### src/rtl/ldo_pkg.sv
// Shared types for the LDO loop sequencer: state and band encodings plus
// helpers that map between the two.
package ldo_pkg;

    typedef enum logic [2:0] {
        IDLE   = 3'd0,
        COARSE = 3'd1,
        MEDIUM = 3'd2,
        FINE   = 3'd3,
        STEADY = 3'd4
    } ldo_state_t;

    // Bands are ordered so that a larger value means a finer loop
    typedef enum logic [1:0] {
        BAND_COARSE = 2'd0,
        BAND_MEDIUM = 2'd1,
        BAND_FINE   = 2'd2
    } ldo_band_t;

    // STEADY is the dithered form of the fine band
    function automatic ldo_band_t state_band(input ldo_state_t s);
        case (s)
            COARSE:  return BAND_COARSE;
            MEDIUM:  return BAND_MEDIUM;
            default: return BAND_FINE;
        endcase
    endfunction

    function automatic ldo_state_t band_state(input ldo_band_t b);
        case (b)
            BAND_COARSE: return COARSE;
            BAND_MEDIUM: return MEDIUM;
            default:     return FINE;
        endcase
    endfunction

endpackage

### src/rtl/ldo_band_classify.sv
// Combinational band selection from the load-current code with saturating
// hysteresis on coarser moves; hysteresis is built only with LDO_SEQ_HYST_EN.
module ldo_band_classify
    import ldo_pkg::*;
#(
    parameter int CUR_W = 8,
    parameter int HYST  = 2
) (
    input  ldo_band_t          band,
    input  logic [CUR_W-1:0]   load_current,
    input  logic [CUR_W-1:0]   thr_coarse,
    input  logic [CUR_W-1:0]   thr_medium,
    output ldo_band_t          band_next
);

`ifdef LDO_SEQ_HYST_EN
    localparam int HYST_EFF = HYST;
`else
    // Without hysteresis the lowered thresholds collapse onto the raw ones
    localparam int HYST_EFF = 0 * HYST;
`endif

    localparam logic [CUR_W-1:0] MARGIN = CUR_W'(HYST_EFF);

    function automatic ldo_band_t classify(input logic [CUR_W-1:0] cur,
                                           input logic [CUR_W-1:0] tc,
                                           input logic [CUR_W-1:0] tm);
        if (cur < tc)
            return BAND_COARSE;
        else if (cur < tm)
            return BAND_MEDIUM;
        return BAND_FINE;
    endfunction

    logic [CUR_W-1:0] thr_coarse_dn;
    logic [CUR_W-1:0] thr_medium_dn;
    ldo_band_t        band_up;
    ldo_band_t        band_dn;

    // Finer moves use the raw thresholds, coarser moves the lowered ones
    always_comb begin
        thr_coarse_dn = (thr_coarse > MARGIN) ? thr_coarse - MARGIN : '0;
        thr_medium_dn = (thr_medium > MARGIN) ? thr_medium - MARGIN : '0;
        band_up       = classify(load_current, thr_coarse, thr_medium);
        band_dn       = classify(load_current, thr_coarse_dn, thr_medium_dn);
        band_next     = band;
        if (band_up > band)
            band_next = band_up;
        else if (band_dn < band)
            band_next = band_dn;
    end

endmodule

### src/rtl/ldo_loop_sequencer.sv
// Mode sequencer for the digital LDO: picks coarse/medium/fine/steady loop
// from the load-current band, with FINE settle timer and relock counter.
module ldo_loop_sequencer
    import ldo_pkg::*;
#(
    parameter int CUR_W      = 8,
    parameter int SETTLE_CYC = 16,
    parameter int HYST       = 2,
    parameter int CNT_W      = 6
) (
    input  logic             clk,
    input  logic             rst,
    input  logic             en,
    input  logic             load_change,
    input  logic             dither_enable,
    input  logic [CUR_W-1:0] load_current,
    input  logic [CUR_W-1:0] thr_coarse,
    input  logic [CUR_W-1:0] thr_medium,
    output logic             coarse_loop,
    output logic             medium_loop,
    output logic             fine_loop,
    output logic             steady_state,
    output logic [2:0]       state,
    output logic [CNT_W-1:0] relock_cnt
);

    localparam int               SET_W       = $clog2(SETTLE_CYC + 1);
    localparam logic [SET_W-1:0] SETTLE_LAST = SET_W'(SETTLE_CYC - 1);

    ldo_state_t       state_q;
    ldo_state_t       state_d;
    logic [SET_W-1:0] settle_q;
    logic [SET_W-1:0] settle_d;
    logic             relock_hit;
    ldo_band_t        band_cur;
    ldo_band_t        band_next;

    assign band_cur = state_band(state_q);
    assign state    = state_q;

    ldo_band_classify #(
        .CUR_W (CUR_W),
        .HYST  (HYST)
    ) u_classify (
        .band         (band_cur),
        .load_current (load_current),
        .thr_coarse   (thr_coarse),
        .thr_medium   (thr_medium),
        .band_next    (band_next)
    );

    // Priority: disable, relock event, band move, then settle/dither
    always_comb begin
        state_d    = state_q;
        settle_d   = '0;
        relock_hit = 1'b0;
        if (!en) begin
            state_d = IDLE;
        end else if (state_q == IDLE) begin
            state_d = COARSE;
        end else if (load_change) begin
            state_d    = COARSE;
            relock_hit = 1'b1;
        end else if (band_next != band_cur) begin
            state_d = band_state(band_next);
        end else begin
            case (state_q)
                FINE: begin
                    if (settle_q == SETTLE_LAST) begin
                        if (dither_enable)
                            state_d = STEADY;
                        else
                            settle_d = settle_q;
                    end else begin
                        settle_d = settle_q + 1'b1;
                    end
                end
                STEADY: begin
                    if (!dither_enable)
                        state_d = FINE;
                end
                COARSE, MEDIUM: state_d = state_q;
                default:        state_d = IDLE;
            endcase
        end
    end

    // Loop selects are registered from the next state so they never glitch
    always_ff @(posedge clk or posedge rst) begin
        if (rst) begin
            state_q      <= IDLE;
            settle_q     <= '0;
            relock_cnt   <= '0;
            coarse_loop  <= 1'b0;
            medium_loop  <= 1'b0;
            fine_loop    <= 1'b0;
            steady_state <= 1'b0;
        end else begin
            state_q      <= state_d;
            settle_q     <= settle_d;
            coarse_loop  <= (state_d == COARSE);
            medium_loop  <= (state_d == MEDIUM);
            fine_loop    <= (state_d == FINE);
            steady_state <= (state_d == STEADY);
            if (relock_hit && (relock_cnt != '1))
                relock_cnt <= relock_cnt + 1'b1;
        end
    end

endmodule

### config.mk
export PLATFORM = sky130hd
export DESIGN_NAME = ldo_loop_sequencer
export DESIGN_NICKNAME = d
export VERILOG_FILES = /design/src/rtl/ldo_pkg.sv /design/src/rtl/ldo_band_classify.sv /design/src/rtl/ldo_loop_sequencer.sv
export SDC_FILE = /design/constraint.sdc
export NUM_CORES = 1
export LEC_CHECK = 0
export ABC_AREA = 1
export CAP_MARGIN = 20
export CORE_MARGIN = 1
export CORE_UTILIZATION = 50
export CTS_BUF_LIST = sky130_fd_sc_hd__clkbuf_8
export DETAILED_ROUTE_END_ITERATION = 10
export DONT_BUFFER_PORTS = 1
export PLACE_DENSITY = 0.74
export SYNTH_ARGS = -nofsm -noshare
export SYNTH_HDL_FRONTEND = slang
export SYNTH_SLANG_ARGS = --single-unit
### constraint.sdc
create_clock -name clk -period 3.04 [get_ports clk]
set_input_delay 0.456 -clock clk [delete_from_list [all_inputs] [get_ports clk]]
set_output_delay 0.456 -clock clk [all_outputs]
set_load 0.05 [all_outputs]
======== Word level (Yosys, flattened, before mapping) ========
Cells that the tools add are included.
storage, ports and cells
  flip-flop bits (word level) ............. 18
  bits in latches ......................... 0
  memory bits (writable) .................. 0
  bits in read-only memories .............. 0
  output and inout bits ................... 13
  logic and storage cells ................. 68
  memories ................................ 0
operators by class
  $add $sub $neg .......................... 2
  $mul .................................... 0
  div/mod/pow operators ................... 0
  order comparisons ....................... 8
  equality and inequality tests ........... 13
  shift operators ......................... 0
  muxes and demuxes ....................... 34
  bitwise operators ....................... 0
  reductions and logical operators ........ 4
operators by type and width
  operator                                                              number
  5-bit 2-to-1 mux                                                      7
  8-bit < comparator                                                    4
  3-bit 2-to-1 mux                                                      7
  8-bit by 1-bit > comparator with 1-bit output, second input constant  2
  2-bit 2-to-1 mux                                                      8
  8-bit 2-to-1 mux                                                      2
  3-bit by 2-bit == test with 1-bit output, second input constant       4
  3-bit case mux with 3 select lines                                    1
  2-bit case mux with 2 select lines                                    2
  1-bit 2-to-1 mux                                                      7
  7-bit != test, second input constant                                  1
  6-bit by 1-bit adder with 6-bit output, second input constant         1
  3-bit by 1-bit == test with 1-bit output, second input constant       2
  3-bit == test, second input constant                                  2
  6-bit != test, second input constant                                  1
  5-bit by 1-bit adder with 5-bit output, second input constant         1
  5-bit by 4-bit == test with 1-bit output, second input constant       1
  3-bit logical NOT                                                     1
  2-bit by 1-bit == test with 1-bit output, second input constant       1
  2-bit > comparator                                                    1
  2-bit logical NOT                                                     1
  2-bit < comparator                                                    1
  2-bit != test                                                         1
  2-bit OR reduction                                                    1
  1-bit logical AND                                                     1

======== Depth between registers and ports, before layout ========
  depth in word-level cells ............... 16
  gate-level depth with buffers ........... 25
  depth with buffers taken out ............ 25

======== Modules after synthesis ========
From an unflattened synthesis, not the netlist that was laid out.
second synthesis, totals
  cell total of the unflattened synthesis .. 258
  area, all modules ....................... 1,794.2 µm²
by module, submodules not included
  module              times used  cells each  area an instance (µm²)  sequential area each (µm²)
  ldo_loop_sequencer  1           128         1,034.7                 450.4
  ldo_band_classify   1           130         759.5                   0.0

======== Least setup slack after synthesis ========
No wires, ideal clock.
  kind .................................... in2reg
  from .................................... in thr_medium[5]
  to ...................................... reg fine_loop
  library setup time ...................... 0.116 ns
  data arrival time ....................... 2.662 ns
  data required time ...................... 2.924 ns
  path slack .............................. 0.262 ns
  stages .................................. 21
  path buffers ............................ 0
  cell sequence ........................... inv_1 > ha_1 > nand2_1 > a21oi_1 > nor3_1 > nand2_2 > a21oi_2 > inv_1 > ha_1 > a22oi_2 > inv_1 > nand2_1 > inv_2 > nand2_4 > nand2_4 > nand2_2 > nand3_4 > nand2_2 > nand3_2 > nand2_2 > nor2_1
between the ends
  cells in the longest elaborated chain, start to end .. 16
  elaborated cells on any way between the ends .. 23
RTL lines
  item                                                                           RTL line                   text
  start, declared                                                                ldo_loop_sequencer.sv:18   input logic [CUR_W-1:0] thr_medium,
  8-bit by 1-bit > comparator with 1-bit output                                  ldo_band_classify.sv:43    thr_medium_dn = (thr_medium > MARGIN) ? thr_medium - MARGIN : '0;
  8-bit 2-to-1 mux                                                               ldo_band_classify.sv:43
  8-bit < comparator                                                             ldo_band_classify.sv:30    else if (cur < tm)
  1-bit 2-to-1 mux                                                               ldo_band_classify.sv:30
  1-bit 2-to-1 mux                                                               ldo_band_classify.sv:28    if (cur < tc)
  2-bit 2-to-1 mux                                                               ldo_band_classify.sv:32    return BAND_FINE;
  2-bit < comparator                                                             ldo_band_classify.sv:49    else if (band_dn < band)
  2-bit 2-to-1 mux                                                               ldo_band_classify.sv:49
  2-bit 2-to-1 mux *                                                             ldo_band_classify.sv:47    if (band_up > band)
  2-bit by 1-bit == test with 1-bit output or 2-bit logical NOT (tied branches)  ldo_pkg.sv:30              case (b)
  2-bit case mux with 2 select lines                                             ldo_pkg.sv:30
  3-bit 2-to-1 mux *                                                             ldo_loop_sequencer.sv:64   end else if (band_next != band_cur) begin
  3-bit 2-to-1 mux *                                                             ldo_loop_sequencer.sv:61   end else if (load_change) begin
  3-bit 2-to-1 mux *                                                             ldo_loop_sequencer.sv:59   end else if (state_q == IDLE) begin
  3-bit 2-to-1 mux *                                                             ldo_loop_sequencer.sv:57   if (!en) begin
  3-bit by 2-bit == test with 1-bit output *                                     ldo_loop_sequencer.sv:103  fine_loop <= (state_d == FINE);
  end signal, assigned                                                           ldo_loop_sequencer.sv:103
  end, declared                                                                  ldo_loop_sequencer.sv:21   output logic fine_loop,
Every way passes the cells marked *; elsewhere a longest branch is shown, timed or not.
A chain may end at the register's enable or synchronous reset.

======== Worst setup path in the final report ========
Ends and elaborated chain as after synthesis.

==> summary.txt <==
Placed design
  – DPL Wire Length: 2740 um
  – Final GP Congestion: 0.854
  – Number of port buffers: 0
  – DP Area: 1890 um2

STA
  – Minimum clock period: 2660 ps
  – Max-slew headroom: 57.6%
  – Fin Clk Skew: 3.70 ps
  – Max Clk Rate: 376 MHz
  – RSZ-0062 raised after global routing: false
  – Hold Fails Final Rpt: 0
  – Slew @ Worst Pin: 636 ps
  – Slew Limit Fails: 0
  – Fin crit share: 87.6%
  – Setup violators final: 0
  – TNS Setup: 0 ps

Clock network
  – Post-CTS setup buffer count: 0
  – Clk slew on worst S/H paths: 60 ps
  – Cts hold-fix bufs: 0
  – TritonCTS buffer count: 3
  – Root Buffer: clkbuf_8
  – TritonCTS clock tree: built
  – CTS sink count: 18
  – Post-CTS resize count: 0
  – H-tree level count: 1
  – Clk buf depth: 2
  – Clk Latency, worst-skew pair: 250 ps

Drt
  – Post-route DRC: 0
  – Pre-antenna DRT Iters: 4
  – DR WL/cell: 10.3 um
  – Via density: 4.92
  – Total routed wirelength: 3190 um
  – Routed Antenna Nets: 0
  – Initial DRC Count: 54
  – Via Count: 1519

Power
  – Switching share of total power: 46.5%
  – Leakage: 0.00112 uW
  – Flop pwr share: 44.0%
  – Cell area power density: 511 nW/um2
  – Combinational Power Share: 37.0%
  – Internal Pwr Total: 532 uW
  – Final Power: 996 uW
  – Net switching power figure: 463 uW
  – Worst vdd ir: 531 uV
  – Clock Power Share: 19.0%

Worst setup path
  – WP data required: 3190 ps
  – CP max FO: 8
  – Critical Path Source Type: input pin
  – Crit. End Element: flop
  – Setup Crit Path Kind: input pin to flop
  – Slowest stage delay, CP: 330 ps
  – Crit path DAT: 2810 ps
  – Worst path most repeated cell: nand2_2
  – Worst-path cell chain: inv_1 -> ha_1 -> nand2_1 -> a21oi_1 -> nor3_1 -> nand2_2 -> a21oi_2 -> inv_1 -> ha_1 -> a22oi_2 -> inv_1 -> nand2_1 -> inv_2 -> nand2_4 -> nand2_4 -> nand2_2 -> nand3_4 -> nand2_2 -> nand3_2 -> nand2_2 -> nor2_1
  – Slowest CP cell: a22oi_2

Yosys
  – Total nets after synthesis: 312
  – Cells after Synth: 255
  – Synth Area in Adders: 19.4%
  – XOR/XNOR Fraction of Synth Area: 2.91%
  – Area of the mapped netlist: 1800 um2
  – Seq/Total Area, Yosys: 25.0%
  – Avg Inst Size Synth: 7.08 um2
  – Synth area leader: dfrtp_1
  – Async SR Flop Fraction: 100%
  – Mux contribution to synthesized area: 0.624%
  – Top FF cell, synth: dfrtp_1
  – Synth Area in Compound Gates: 8.74%
  – Top cells by area, synth: dfrtp_1, ha_1, nand2_1, inv_1, a21oi_1
  – Number of synthesized register bits: 18
  – Synth warn: 0
  – EDFF count, synth: 0
  – Synth Area in Simple Gates: 31.3%
  – Share of the synthesized area in the top cell type: 25.0%
  – Cell variety after synth: 29
  – Largest family of logic cells by synthesized area: simple AND/OR/NAND/NOR gates

Global routing
  – Grt total ovfl: 0
  – Vias in the first global route: 1462
  – GRT Total Usage: 19.2%
  – Initial antenna violation count: 0
  – First-pass GRT wire length: 5510 um
  – Largest net degree at the start of global routing: 19

Layout
  – Synthesis-to-finish area growth: 7.91%
  – Number of nets in the finished design: 321
  – Core Util, Final: 57.4%
  – N_diodes: 0
  – Share of layout cells above drive strength 1: 12.2%
  – Commonest non-fill, non-tap cell in the layout: nand2_1
  – Most frequent cells in the layout: nand2_1, inv_1, ha_1
  – Final instance area: 1950 um2

Floorplan
  – Die ar.: 3850 um2
  – Die height: 62.1 um
  – Rows: 21
  – Core ar.: 3390 um2
  – I/O Pins: 42
  – Die X: 62.1 um
  – Initial core utilization: 53.2%

Outcome
  – Status: completed

Hold path
  – Min-delay worst type: input pin to asynchronous set/reset pin

Flow run
  – Max-cap violation count: 0
==> per-layer routing <==
layer | GRT usage, % | wire length (um) | up-vias
met5 | 0 | 0 | -
met4 | 5.71 | 43 | 0
met1 | 23.7 | 1560 | 670
met2 | 33.1 | 1440 | 28
met3 | 4.55 | 146 | 5
li1 | - | - | 816
==> registers in the layout, indices dropped and copies added (netlist names) <==
name,cells
relock_cnt,6
settle_q,5
state,3
coarse_loop,1
fine_loop,1
medium_loop,1
steady_state,1
==> final cells by class <==
cell class | instances | area, um2
Sequential cell | 18 | 450
Inverter | 58 | 218
Clock buffer | 4 | 55.1
Fill cell | 316 | 1440
Multi-Input combinational cell | 179 | 1140
Timing Repair Buffer | 4 | 30.0
Tap cell | 46 | 57.6
==> synth_stat cells (3+ instances only) <==
library cell	n
xor2_1	4
nor3_1	9
inv_2	5
inv_1	53
nand2_1	57
nand3_1	14
a21oi_1	15
ha_1	28
nand2_2	6
dfrtp_1	18
nor2_1	20
nand2_4	3
==> cell families after synthesis <==
kind of cell,Yosys count
xor gates and xnor gates,6
DFF,18
AOI/OAI and AO/OA,26
and+or+nand+nor,118
adders and majority gates,28
muxes,1
buffers and inverters,58
==> power by group through the flow <==
stage	clock [uW]	combinational (uW)	sequential (uW)
after floorplan	0	298	446
after global placement	0	363	441
after detailed placement	0	371	443
after CTS	197	373	438
after global routing	207	423	445
final	189	369	438
==> path summary, 6_finish.rpt <==
check,start,endpoint,slack [ps],cells after the start
setup / recovery,thr_medium[5],fine_loop$_DFF_PP0_,380,21
max in group asynchronous,rst,settle_q[3]$_DFFE_PP0P_,2460,1
hold / removal,rst,settle_q[4]$_DFFE_PP0P_,170,1
hold reg to reg,settle_q[4]$_DFFE_PP0P_,settle_q[4]$_DFFE_PP0P_,570,2
min in group clk,en,medium_loop$_DFF_PP0_,290,1
setup reg to reg,state[0]$_DFF_PP0_,fine_loop$_DFF_PP0_,590,15
==> worst max-delay path, delay by kind of cell <==
kind,cells,cell delay [ps]
AOI/OAI and AO/OA,3,530
adders and majority gates,2,590
buffers and inverters,4,220
and+or+nand+nor,12,1020
==> stage by stage <==
stage	setup slack, ps	instances	hold WS [ps]
6_report	377	309	173
5_1_grt	105	309	246
4_1_cts	357	309	199
3_5_place_dp	104	305	477
3_3_place_gp	176	305	469
2_1_floorplan	262	255	395
(Power assumes the default switching activity.)
